$ cat config.mk
export PLATFORM = sky130hd
export DESIGN_NAME = control_unit
export DESIGN_NICKNAME = d
export VERILOG_FILES = /design/src/rtl/control_unit.sv
export SDC_FILE = /design/constraint.sdc
export NUM_CORES = 1
export LEC_CHECK = 0
export CAP_MARGIN = 20
export CORE_MARGIN = 2
export CORE_UTILIZATION = 29
export CTS_CLUSTER_SIZE = 30
export DETAILED_ROUTE_END_ITERATION = 8
export PLACE_DENSITY = 0.88
export SETUP_SLACK_MARGIN = 0.15
export SLEW_MARGIN = 20
export SYNTH_ARGS = -nofsm -noshare
export SYNTH_HDL_FRONTEND = slang
export SYNTH_SLANG_ARGS = --single-unit
$ cat constraint.sdc
create_clock -name clk -period 2.2 [get_ports clk]
set_clock_uncertainty 0.1 [all_clocks]
set_input_delay 0.22 -clock clk [delete_from_list [all_inputs] [get_ports clk]]
set_output_delay 0.22 -clock clk [all_outputs]
set_load 0.02 [all_outputs]
$ cat src/rtl/control_unit.sv
// Hardwired control sequencer: fetches an instruction (T0-T2), decodes the opcode
// and walks the execute steps (T3-T6) that drive the datapath enables and bus selects.
module control_unit #(
    parameter int OPCODE_W  = 5,
    parameter int REG_IDX_W = 4,
    parameter int NUM_REGS  = 16
) (
    input  logic                  clk,
    input  logic                  clr,
    input  logic [31:0]           IR_Data,
    output logic [NUM_REGS-1:0]   r_enable,
    output logic [NUM_REGS-1:0]   r_select,
    output logic                  PC_select,
    output logic                  Z_LO_select,
    output logic                  Z_HI_select,
    output logic                  MDR_select,
    output logic                  HI_select,
    output logic                  LO_select,
    output logic                  c_select,
    output logic                  PC_enable,
    output logic                  PC_increment_enable,
    output logic                  IR_enable,
    output logic                  Y_enable,
    output logic                  Z_enable,
    output logic                  MAR_enable,
    output logic                  MDR_enable,
    output logic                  HI_enable,
    output logic                  LO_enable,
    output logic                  read,
    output logic [OPCODE_W-1:0]   alu_instruction,
    output logic                  run,
    output logic [3:0]            present_state
);

    typedef enum logic [3:0] {
        S_RST  = 4'd0,
        S_T0   = 4'd1,
        S_T1   = 4'd2,
        S_T2   = 4'd3,
        S_T3   = 4'd4,
        S_T4   = 4'd5,
        S_T5   = 4'd6,
        S_T6   = 4'd7,
        S_HALT = 4'd8
    } state_t;

    localparam logic [OPCODE_W-1:0] OP_R3_LAST  = OPCODE_W'(5'h0B);
    localparam logic [OPCODE_W-1:0] OP_IMM_LO   = OPCODE_W'(5'h0C);
    localparam logic [OPCODE_W-1:0] OP_IMM_HI   = OPCODE_W'(5'h0E);
    localparam logic [OPCODE_W-1:0] OP_MUL      = OPCODE_W'(5'h0F);
    localparam logic [OPCODE_W-1:0] OP_DIV      = OPCODE_W'(5'h10);
    localparam logic [OPCODE_W-1:0] OP_MFHI     = OPCODE_W'(5'h11);
    localparam logic [OPCODE_W-1:0] OP_MFLO     = OPCODE_W'(5'h12);
    localparam logic [OPCODE_W-1:0] OP_HALT     = OPCODE_W'(5'h1B);

    state_t state_q;
    state_t state_d;

    // Instruction fields
    logic [OPCODE_W-1:0]  op;
    logic [REG_IDX_W-1:0] ra_idx;
    logic [REG_IDX_W-1:0] rb_idx;
    logic [REG_IDX_W-1:0] rc_idx;
    logic [NUM_REGS-1:0]  ra_onehot;
    logic [NUM_REGS-1:0]  rb_onehot;
    logic [NUM_REGS-1:0]  rc_onehot;

    assign op     = IR_Data[31:31-OPCODE_W+1];
    assign ra_idx = IR_Data[26:26-REG_IDX_W+1];
    assign rb_idx = IR_Data[22:22-REG_IDX_W+1];
    assign rc_idx = IR_Data[18:18-REG_IDX_W+1];

    assign ra_onehot = NUM_REGS'(1) << ra_idx;
    assign rb_onehot = NUM_REGS'(1) << rb_idx;
    assign rc_onehot = NUM_REGS'(1) << rc_idx;

    // Instruction classes; anything not matched falls through as a NOP
    logic is_r3;
    logic is_imm;
    logic is_md;
    logic is_mfhi;
    logic is_mflo;
    logic is_halt;
    logic uses_alu;

    assign is_r3    = (op <= OP_R3_LAST);
    assign is_imm   = (op >= OP_IMM_LO) && (op <= OP_IMM_HI);
    assign is_md    = (op == OP_MUL) || (op == OP_DIV);
    assign is_mfhi  = (op == OP_MFHI);
    assign is_mflo  = (op == OP_MFLO);
    assign is_halt  = (op == OP_HALT);
    assign uses_alu = is_r3 || is_imm || is_md;

    always_ff @(posedge clk) begin
        if (clr) begin
            state_q <= S_RST;
        end else begin
            state_q <= state_d;
        end
    end

    always_comb begin
        state_d = state_q;
        unique case (state_q)
            S_RST: state_d = S_T0;
            S_T0:  state_d = S_T1;
            S_T1:  state_d = S_T2;
            S_T2:  state_d = S_T3;
            S_T3: begin
                if (uses_alu) begin
                    state_d = S_T4;
                end else if (is_halt) begin
                    state_d = S_HALT;
                end else begin
                    state_d = S_T0;
                end
            end
            S_T4: state_d = S_T5;
            S_T5: state_d = is_md ? S_T6 : S_T0;
            S_T6: state_d = S_T0;
            S_HALT: state_d = S_HALT;
            default: state_d = S_RST;
        endcase
    end

    // Output decode: every signal defaults low and only the active step raises it
    always_comb begin
        r_enable            = '0;
        r_select            = '0;
        PC_select           = 1'b0;
        Z_LO_select         = 1'b0;
        Z_HI_select         = 1'b0;
        MDR_select          = 1'b0;
        HI_select           = 1'b0;
        LO_select           = 1'b0;
        c_select            = 1'b0;
        PC_enable           = 1'b0;
        PC_increment_enable = 1'b0;
        IR_enable           = 1'b0;
        Y_enable            = 1'b0;
        Z_enable            = 1'b0;
        MAR_enable          = 1'b0;
        MDR_enable          = 1'b0;
        HI_enable           = 1'b0;
        LO_enable           = 1'b0;
        read                = 1'b0;
        alu_instruction     = '0;
        run                 = 1'b0;

        unique case (state_q)
            S_T0: begin
                run                 = 1'b1;
                PC_select           = 1'b1;
                MAR_enable          = 1'b1;
                PC_increment_enable = 1'b1;
                Z_enable            = 1'b1;
            end
            S_T1: begin
                run         = 1'b1;
                Z_LO_select = 1'b1;
                PC_enable   = 1'b1;
                read        = 1'b1;
                MDR_enable  = 1'b1;
            end
            S_T2: begin
                run        = 1'b1;
                MDR_select = 1'b1;
                IR_enable  = 1'b1;
            end
            S_T3: begin
                run = 1'b1;
                if (uses_alu) begin
                    r_select = rb_onehot;
                    Y_enable = 1'b1;
                end else if (is_mfhi) begin
                    HI_select = 1'b1;
                    r_enable  = ra_onehot;
                end else if (is_mflo) begin
                    LO_select = 1'b1;
                    r_enable  = ra_onehot;
                end
            end
            S_T4: begin
                run = 1'b1;
                if (uses_alu) begin
                    if (is_imm) begin
                        c_select = 1'b1;
                    end else begin
                        r_select = rc_onehot;
                    end
                    alu_instruction = op;
                    Z_enable        = 1'b1;
                end
            end
            S_T5: begin
                run = 1'b1;
                if (uses_alu) begin
                    Z_LO_select = 1'b1;
                    if (is_md) begin
                        LO_enable = 1'b1;
                    end else begin
                        r_enable = ra_onehot;
                    end
                end
            end
            S_T6: begin
                run         = 1'b1;
                Z_HI_select = 1'b1;
                HI_enable   = 1'b1;
            end
            default: begin
            end
        endcase
    end

    assign present_state = state_q;

endmodule
==> run_results.csv, run 1 <==
group,metric,value,unit
run_status,status,"finished, violations left",
run_status,failed_checks,"negative setup slack",
floorplan,die_y,59.35,um
global_routing,grt_overflow_total,0,
floorplan,core_area,2978,sq um
clock_tree,htree_levels,1,
floorplan,rows,20,
critical_path,end_kind,"output port",
min_path,hp-class,"reg -> reg",
critical_path,path_cells,"buf_6 > buf_6 > nand2b_4 > buf_6 > nor4_4 > buf_4 > nand3b_1 > buf_4 > buf_4 > o22ai_4 > buf_6",
floorplan,die_x,59.35,um
timing,period_needed,2573,ps
floorplan,num_io_pins,93,
timing,setup_ws,-373.5,ps
timing,timing.hold.ws,535.8,ps
synthesis,syn_avg_cell_area,6.629,sq um
timing,final-hold-violation-count,0,
critical_path,critPathLaunch,"present_state[3]",
drt,dr.pass1.iters,4,
cells_and_area,num_antenna_cells,0,
timing,final_max_slew_viol_count,0,
synthesis,synth_top_area_frac,0.1352,
timing,setup_viol,39,
clock_tree,ctsHoldBuffers,0,
synthesis,ys_types,40,
critical_path,worstPathRequired,1880,ps
pwr,p_per_area,190.1,nW/um^2
global_routing,grt_use_met1,0.3257,
place,dp_hpwl,3772,um
place,port_buffers,77,
drt,vias,1730,
cells_and_area,multi_input_area,1151,sq um
floorplan,dieArea,3522,sq um
cells_and_area,stdcell_area,2557,sq um
timing,rsz0062_at_grt,"true",
place,gp_congestion,0.9593,
critical_path,r2r_end,"present_state[1]",
timing,fmax,388.6,MHz
pwr,p_total,486.1,uW
synthesis,synth_edf_count,0,
drt,drt-wirelength-per-cell,19.35,um
synthesis,netlist_instances,134,
critical_path,criticalPathCategory,"reg -> out",
job,drv.max_cap_violation_count,0,
place,dp_slack,-955.7,ps
drt,drt-initial-drc-count,65,
cells_and_area,finalNetCount,298,
synthesis,ys_warn_count,0,
synthesis,ys_seq_elements,4,
clock_tree,clock-sinks,4,
timing,setup_tns,-7968,ps
synthesis,synth_fp_nets,168,
drt,postRouteAntennaNets,0,
global_routing,grt_first_pass_wirelength,8176,um
global_routing,use_met3,0.05240,
clock_tree,cts_buffers,3,
clock_tree,clkSlewWorstSetupHoldPaths,40,ps
critical_path,critPathMaxFanout,5,
synthesis,yosysSeqAreaShare,0.09014,
global_routing,globalRouteTotalUtil,0.3079,
synthesis,synth_area_leader_cell,"nor3_1",
clock_tree,cts_tree,"done",
place,placed_area,2285,sq um
global_routing,grtUsageMet2,0.5699,
cells_and_area,drive_gt1_frac,0.6122,
global_routing,grt_start_max_net_pins,13,
clock_tree,cts_buffer_depth,2,
critical_path,cp_slowest_cell,"dfxtp_2",
clock_tree,clock_latency,240,ps
synthesis,synth_area_leaders,"nor3_1, dfxtp_1, nand2b_1",
critical_path,worstSetupEndpoint,"r_select[9]",
cells_and_area,seq_area,87.58,sq um
clock_tree,cts_root_buf,"clkbuf_4",
timing,relSlewSlack,0.7470,
cells_and_area,fillers,164,
cells_and_area,area_growth,187.9,%
global_routing,grt_pass1_vias,1710,
timing,finalCritPeriodShare,1.170,
pwr,peakVddDrop,0.1613,mV
drt,viasPerCell,5.845,
cells_and_area,largest_reg_flops,4,
pwr,p_leak,0.001069,uW
critical_path,worstRegToRegCells,5,
timing,worst_slew_pin_slew,379.5,ps
floorplan,start_util,0.2983,
min_path,min-delay-start,"present_state[2]",
critical_path,ff2ff_setup_slack,700,ps
synthesis,synth_ff_type,"dfxtp_1",
critical_path,cp_data_arrival_time,2250,ps
critical_path,rr_startpoint,"present_state[0]",
synthesis,async_flop_share,0,
critical_path,cp-start-kind,"register",
global_routing,busiest_layer,"met2",
critical_path,max_stage_delay,320,ps
global_routing,antenna_found_initial,0,
drt,wirelength,5729,um
critical_path,path_common_cell,"buf_6",
drt,post-route-drc-count,0,
synthesis,syn_area,888.4,sq um
-- power breakdown --
part           internal [uW]  leakage (uW)  switching [uW]  total [uW]
sequential              77.0     0.0000346            2.41        79.4
clock                   68.6     0.0000150            37.9         106
combinational            129       0.00102             171         300
total                    275       0.00107             211         486
-- cell type report --
class,instances,area share
sequential,4,0.03425
timing repair buffer,137,0.4843
inverter,3,0.004892
tap,33,0.01614
clock buffer,4,0.01027
multi-input combinational,115,0.4501
-- worst min path at each step --
stage	to	slack (ps)	cells past startpoint
6_report	present_state[1]	540	2
5_1_grt	present_state[0]	540	2
4_1_cts	present_state[1]	510	2
3_5_place_dp	present_state[0]	510	2
3_3_place_gp	present_state[2]	480	2
2_1_floorplan	present_state[2]	180	1
-- per-stage QoR --
step / instances / util
after floorplan: 134 / -
after global placement: 273 / 0.7672
after detailed placement: 273 / 0.7672
after CTS: 292 / 0.8382
after global routing: 296 / 0.8588
final: 296 / 0.8588
-- per-layer routing --
layer  vias to the layer above  part of all wire  wire [um]
met5                         -                 0          0
met4                         0             0.039        223
met3                        22             0.076        433
met2                        99              0.53       3028
met1                       829              0.36       2044
li1                        780                 -          -
-- timing repair --
action	CTS	global route
endpoints found under the setup margin	52	50
gates resized for setup	267	29
setup buffers	15	4
pin swaps	17	11
-- critical path, delay by kind of cell, from the launching register on --
kind / cells / cell delay [ps]
compound gates: 1 / 110
buf+inv: 7 / 1020
flops: 1 / 320
simple gates: 3 / 550
-- logic make-up (layout without fill, tap and decap cells) --
kind of cell | Yosys count | after routing | synth area share
AND/OR/NAND/NOR | 86 | 86 | 0.5718
flip-flops | 4 | 4 | 0.09014
buffers and inverters | 15 | 144 | 0.08873
XOR/XNOR | 2 | 2 | 0.01972
AO/OA/AOI/OAI | 27 | 27 | 0.2296
-- synthesized netlist by cell type, types with 4 or more instances --
library cell  instances
clkbuf_1              5
dfxtp_1               4
buf_4                 6
nand2_1              11
nor3_1               24
o32ai_1               4
nand3b_1              4
nand2b_1             10
o22ai_1              10
nor2_1                9
-- cells in the final DEF (no fill, tap or decap), drive strengths merged --
cell / synthesis / final
nand4b: 3 / 3
nor4b: 1 / 1
nor3: 24 / 24
o22a: 2 / 2
dfxtp: 4 / 4
or4: 2 / 2
nor3b: 3 / 3
a2bb2oi: 2 / 2
nand4: 2 / 2
clkinv: 1 / 1
nand2: 11 / 11
nor2b: 1 / 1
nor4: 3 / 3
nand3: 3 / 3
buf: 7 / 100
o31a: 1 / 1
inv: 2 / 2
o22ai: 10 / 10
a211oi: 2 / 2
or4bb: 1 / 1
a21oi: 1 / 1
xor2: 2 / 2
o32ai: 4 / 4
clkdlybuf4s15: 0 / 4
nand3b: 4 / 4
clkdlybuf4s50: 0 / 18
and2: 4 / 4
or4b: 2 / 2
a31oi: 1 / 1
or2: 2 / 2
o31ai: 2 / 2
dlygate4sd2: 0 / 9
nand2b: 10 / 10
or3: 1 / 1
a211o: 1 / 1
o41a: 1 / 1
clkbuf: 5 / 10
nor2: 9 / 9
(Power assumes the default switching activity.)
==> run 2, diff against run 1 <==
--- a/config.mk
+++ b/config.mk
@@ -10,6 +10,7 @@
 export CORE_UTILIZATION = 29
 export CTS_CLUSTER_SIZE = 30
 export DETAILED_ROUTE_END_ITERATION = 8
+export HOLD_SLACK_MARGIN = 0.12
 export PLACE_DENSITY = 0.88
 export SETUP_SLACK_MARGIN = 0.15
 export SLEW_MARGIN = 20
==> results of run 2 <==
The final DEF is identical to that of run 1; final timing and power are the same.
==> run 3, diff against run 2 <==
--- a/config.mk
+++ b/config.mk
@@ -12,6 +12,7 @@
 export DETAILED_ROUTE_END_ITERATION = 8
 export HOLD_SLACK_MARGIN = 0.12
 export PLACE_DENSITY = 0.88
+export RECOVER_POWER = 50
 export SETUP_SLACK_MARGIN = 0.15
 export SLEW_MARGIN = 20
 export SYNTH_ARGS = -nofsm -noshare
==> run 3 against run 2 <==
Effect of this change:
- the run still ends with negative setup slack left
- cell count stayed put
- die area unchanged
- worst hold slack improved by 0.85 ps
- worst setup slack gained 0.99 ps
- sequential cell count did not move
- power fell by 0.60%
- first-iteration DRC count increased by 14%
- core utilization is 0.38 points lower
- global-route usage unchanged
- critical path depth did not move
- fmax barely moved
- critical path type unchanged
- largest power group unchanged
==> run_results.csv, run 3 (same netlist as run 1, synthesis figures left out) <==
group,metric,value,unit
clock_tree,clkSlewWorstSetupHoldPaths,40,ps
drt,dr.pass1.iters,4,
cells_and_area,mostFrequentLayoutCell,"buf_4",
run_status,status,"finished, violations left",
pwr,pwr-share-seq,0.164,
cells_and_area,finalNetCount,298,
drt,vias,1731,
cells_and_area,final_cell_mix,"buf_4, buf_6, nor3_4, clkdlybuf4s50_1, nand2_1",
job,drv.max_cap_violation_count,0,
place,port_buffers,77,
floorplan,num_io_pins,93,
global_routing,antenna_found_initial,0,
timing,relSlewSlack,0.6626,
place,dp_hpwl,3772,um
min_path,hp-class,"reg -> reg",
critical_path,worstPathRequired,1880,ps
pwr,p_leak,0.001063,uW
clock_tree,htree_levels,1,
place,gp_congestion,0.9593,
critical_path,cp_data_arrival_time,2250,ps
pwr,p_per_area,189.8,nW/um^2
timing,finalCritPeriodShare,1.169,
cells_and_area,stdcell_area,2546,sq um
global_routing,grt_first_pass_wirelength,8176,um
drt,viasPerCell,5.848,
clock_tree,clock_latency,240,ps
critical_path,cp-start-kind,"register",
critical_path,path_common_cell,"buf_6",
clock_tree,cts_buffer_depth,2,
global_routing,grt_overflow_total,0,
floorplan,core_area,2978,sq um
critical_path,criticalPathCategory,"reg -> out",
pwr,clockPowerShare,0.221,
floorplan,start_util,0.2983,
pwr,p_int,272.7,uW
pwr,p_total,483.2,uW
floorplan,rows,20,
critical_path,critPathMaxFanout,5,
global_routing,globalRouteTotalUtil,0.3079,
cells_and_area,largest_reg_flops,4,
drt,drt-initial-drc-count,74,
clock_tree,cts_buffers,3,
timing,final-hold-violation-count,0,
cells_and_area,drive_gt1_frac,0.5970,
drt,postRouteAntennaNets,0,
cells_and_area,area_growth,186.6,%
global_routing,grt_start_max_net_pins,13,
run_status,failed_checks,"negative setup slack",
pwr,p_sw_frac,0.4357,
clock_tree,cts_tree,"done",
timing,final_max_slew_viol_count,0,
floorplan,die_y,59.35,um
pwr,switchingPower,210.5,uW
timing,rsz0062_at_grt,"true",
clock_tree,cts_root_buf,"clkbuf_4",
place,placed_area,2285,sq um
critical_path,max_stage_delay,320,ps
floorplan,die_x,59.35,um
critical_path,end_kind,"output port",
timing,setup_ws,-372.5,ps
pwr,comb_power_share,0.615,
timing,worst_slew_pin_slew,506.1,ps
drt,drt-wirelength-per-cell,19.34,um
clock_tree,clock-sinks,4,
timing,period_needed,2572,ps
critical_path,path_cells,"buf_6 > buf_6 > nand2b_4 > buf_6 > nor4_4 > buf_4 > nand3b_1 > buf_4 > buf_4 > o22ai_4 > buf_6",
drt,wirelength,5726,um
floorplan,dieArea,3522,sq um
timing,setup_viol,39,
pwr,peakVddDrop,0.1597,mV
timing,fmax,388.7,MHz
drt,post-route-drc-count,0,
cells_and_area,num_antenna_cells,0,
global_routing,grt_pass1_vias,1710,
critical_path,cp_slowest_cell,"dfxtp_2",
-- run 3: cell count changes in the layout (fill, tap and decap cells not counted), sizes merged --
cell           before  now
clkbuf             10   12
buf               100   98
dlygate4sd3         0    3
clkdlybuf4s50      18   15
-- run 3: per-layer routing --
metal  up-vias  GRT usage  share of wire
li1        778          -              -
met1       830     0.3257           0.35
met2       101     0.5699           0.53
met3        22    0.05240          0.076
met4         0     0.1656          0.039
met5         -          0              0
-- run 3: critical path, delay by kind of cell (launching register included) --
kind	cells	cell delay (ps)
buffers and inverters	7	1020
and+or+nand+nor	3	560
DFF	1	320
AOI/OAI and AO/OA	1	110
-- run 3: metrics by stage --
step | utilization | instances | TNS, ps | hold slack (ps) | setup slack [ps]
final | 0.8550 | 296 | -7968 | 536.6 | -372.5
after global placement | 0.7672 | 273 | -29440 | 476.5 | -845.7
after CTS | 0.8382 | 292 | -5778 | 513.5 | -385.3
after global routing | 0.8550 | 296 | -11750 | 539.2 | -537.9
after floorplan | - | 134 | -152.3 | 183.0 | -40.10
after detailed placement | 0.7672 | 273 | -32490 | 506.1 | -955.7
-- run 3: what timing repair did --
item	in CTS	in global routing
setup buffers	15	4
endpoints found under the setup margin	52	50
hold buffers	0	0
pin swaps	17	11
cloned	0	0
gates resized for setup	267	29
-- run 3: power groups by stage --
stage          combinational [uW]  sequential, uW  clock, uW
2_1_floorplan                 132            86.0          0
3_3_place_gp                  276            79.7          0
3_5_place_dp                  284            80.0          0
4_1_cts                       286            79.0        106
5_1_grt                       311            79.5        114
6_report                      297            79.4        107
-- run 3: final timing paths --
| check | startpoint | end | slack, ps | cells past startpoint |
|---|---|---|---|---|
| worst max-delay path | present_state[3] | r_select[9] | -370 | 11 |
| worst min-delay path | present_state[0] | present_state[3] | 540 | 2 |
| worst max register to register | present_state[3] | present_state[3] | 650 | 6 |
| worst min register to register | present_state[0] | present_state[3] | 540 | 2 |
-- run 3: final cells by class --
cell class | instances | area [sq um]
Inverter | 3 | 12.51
Tap cell | 33 | 41.29
Clock buffer | 4 | 26.28
Sequential cell | 4 | 87.58
Multi-Input combinational cell | 115 | 1146
Fill cell | 168 | 431.7
Timing Repair Buffer | 137 | 1232
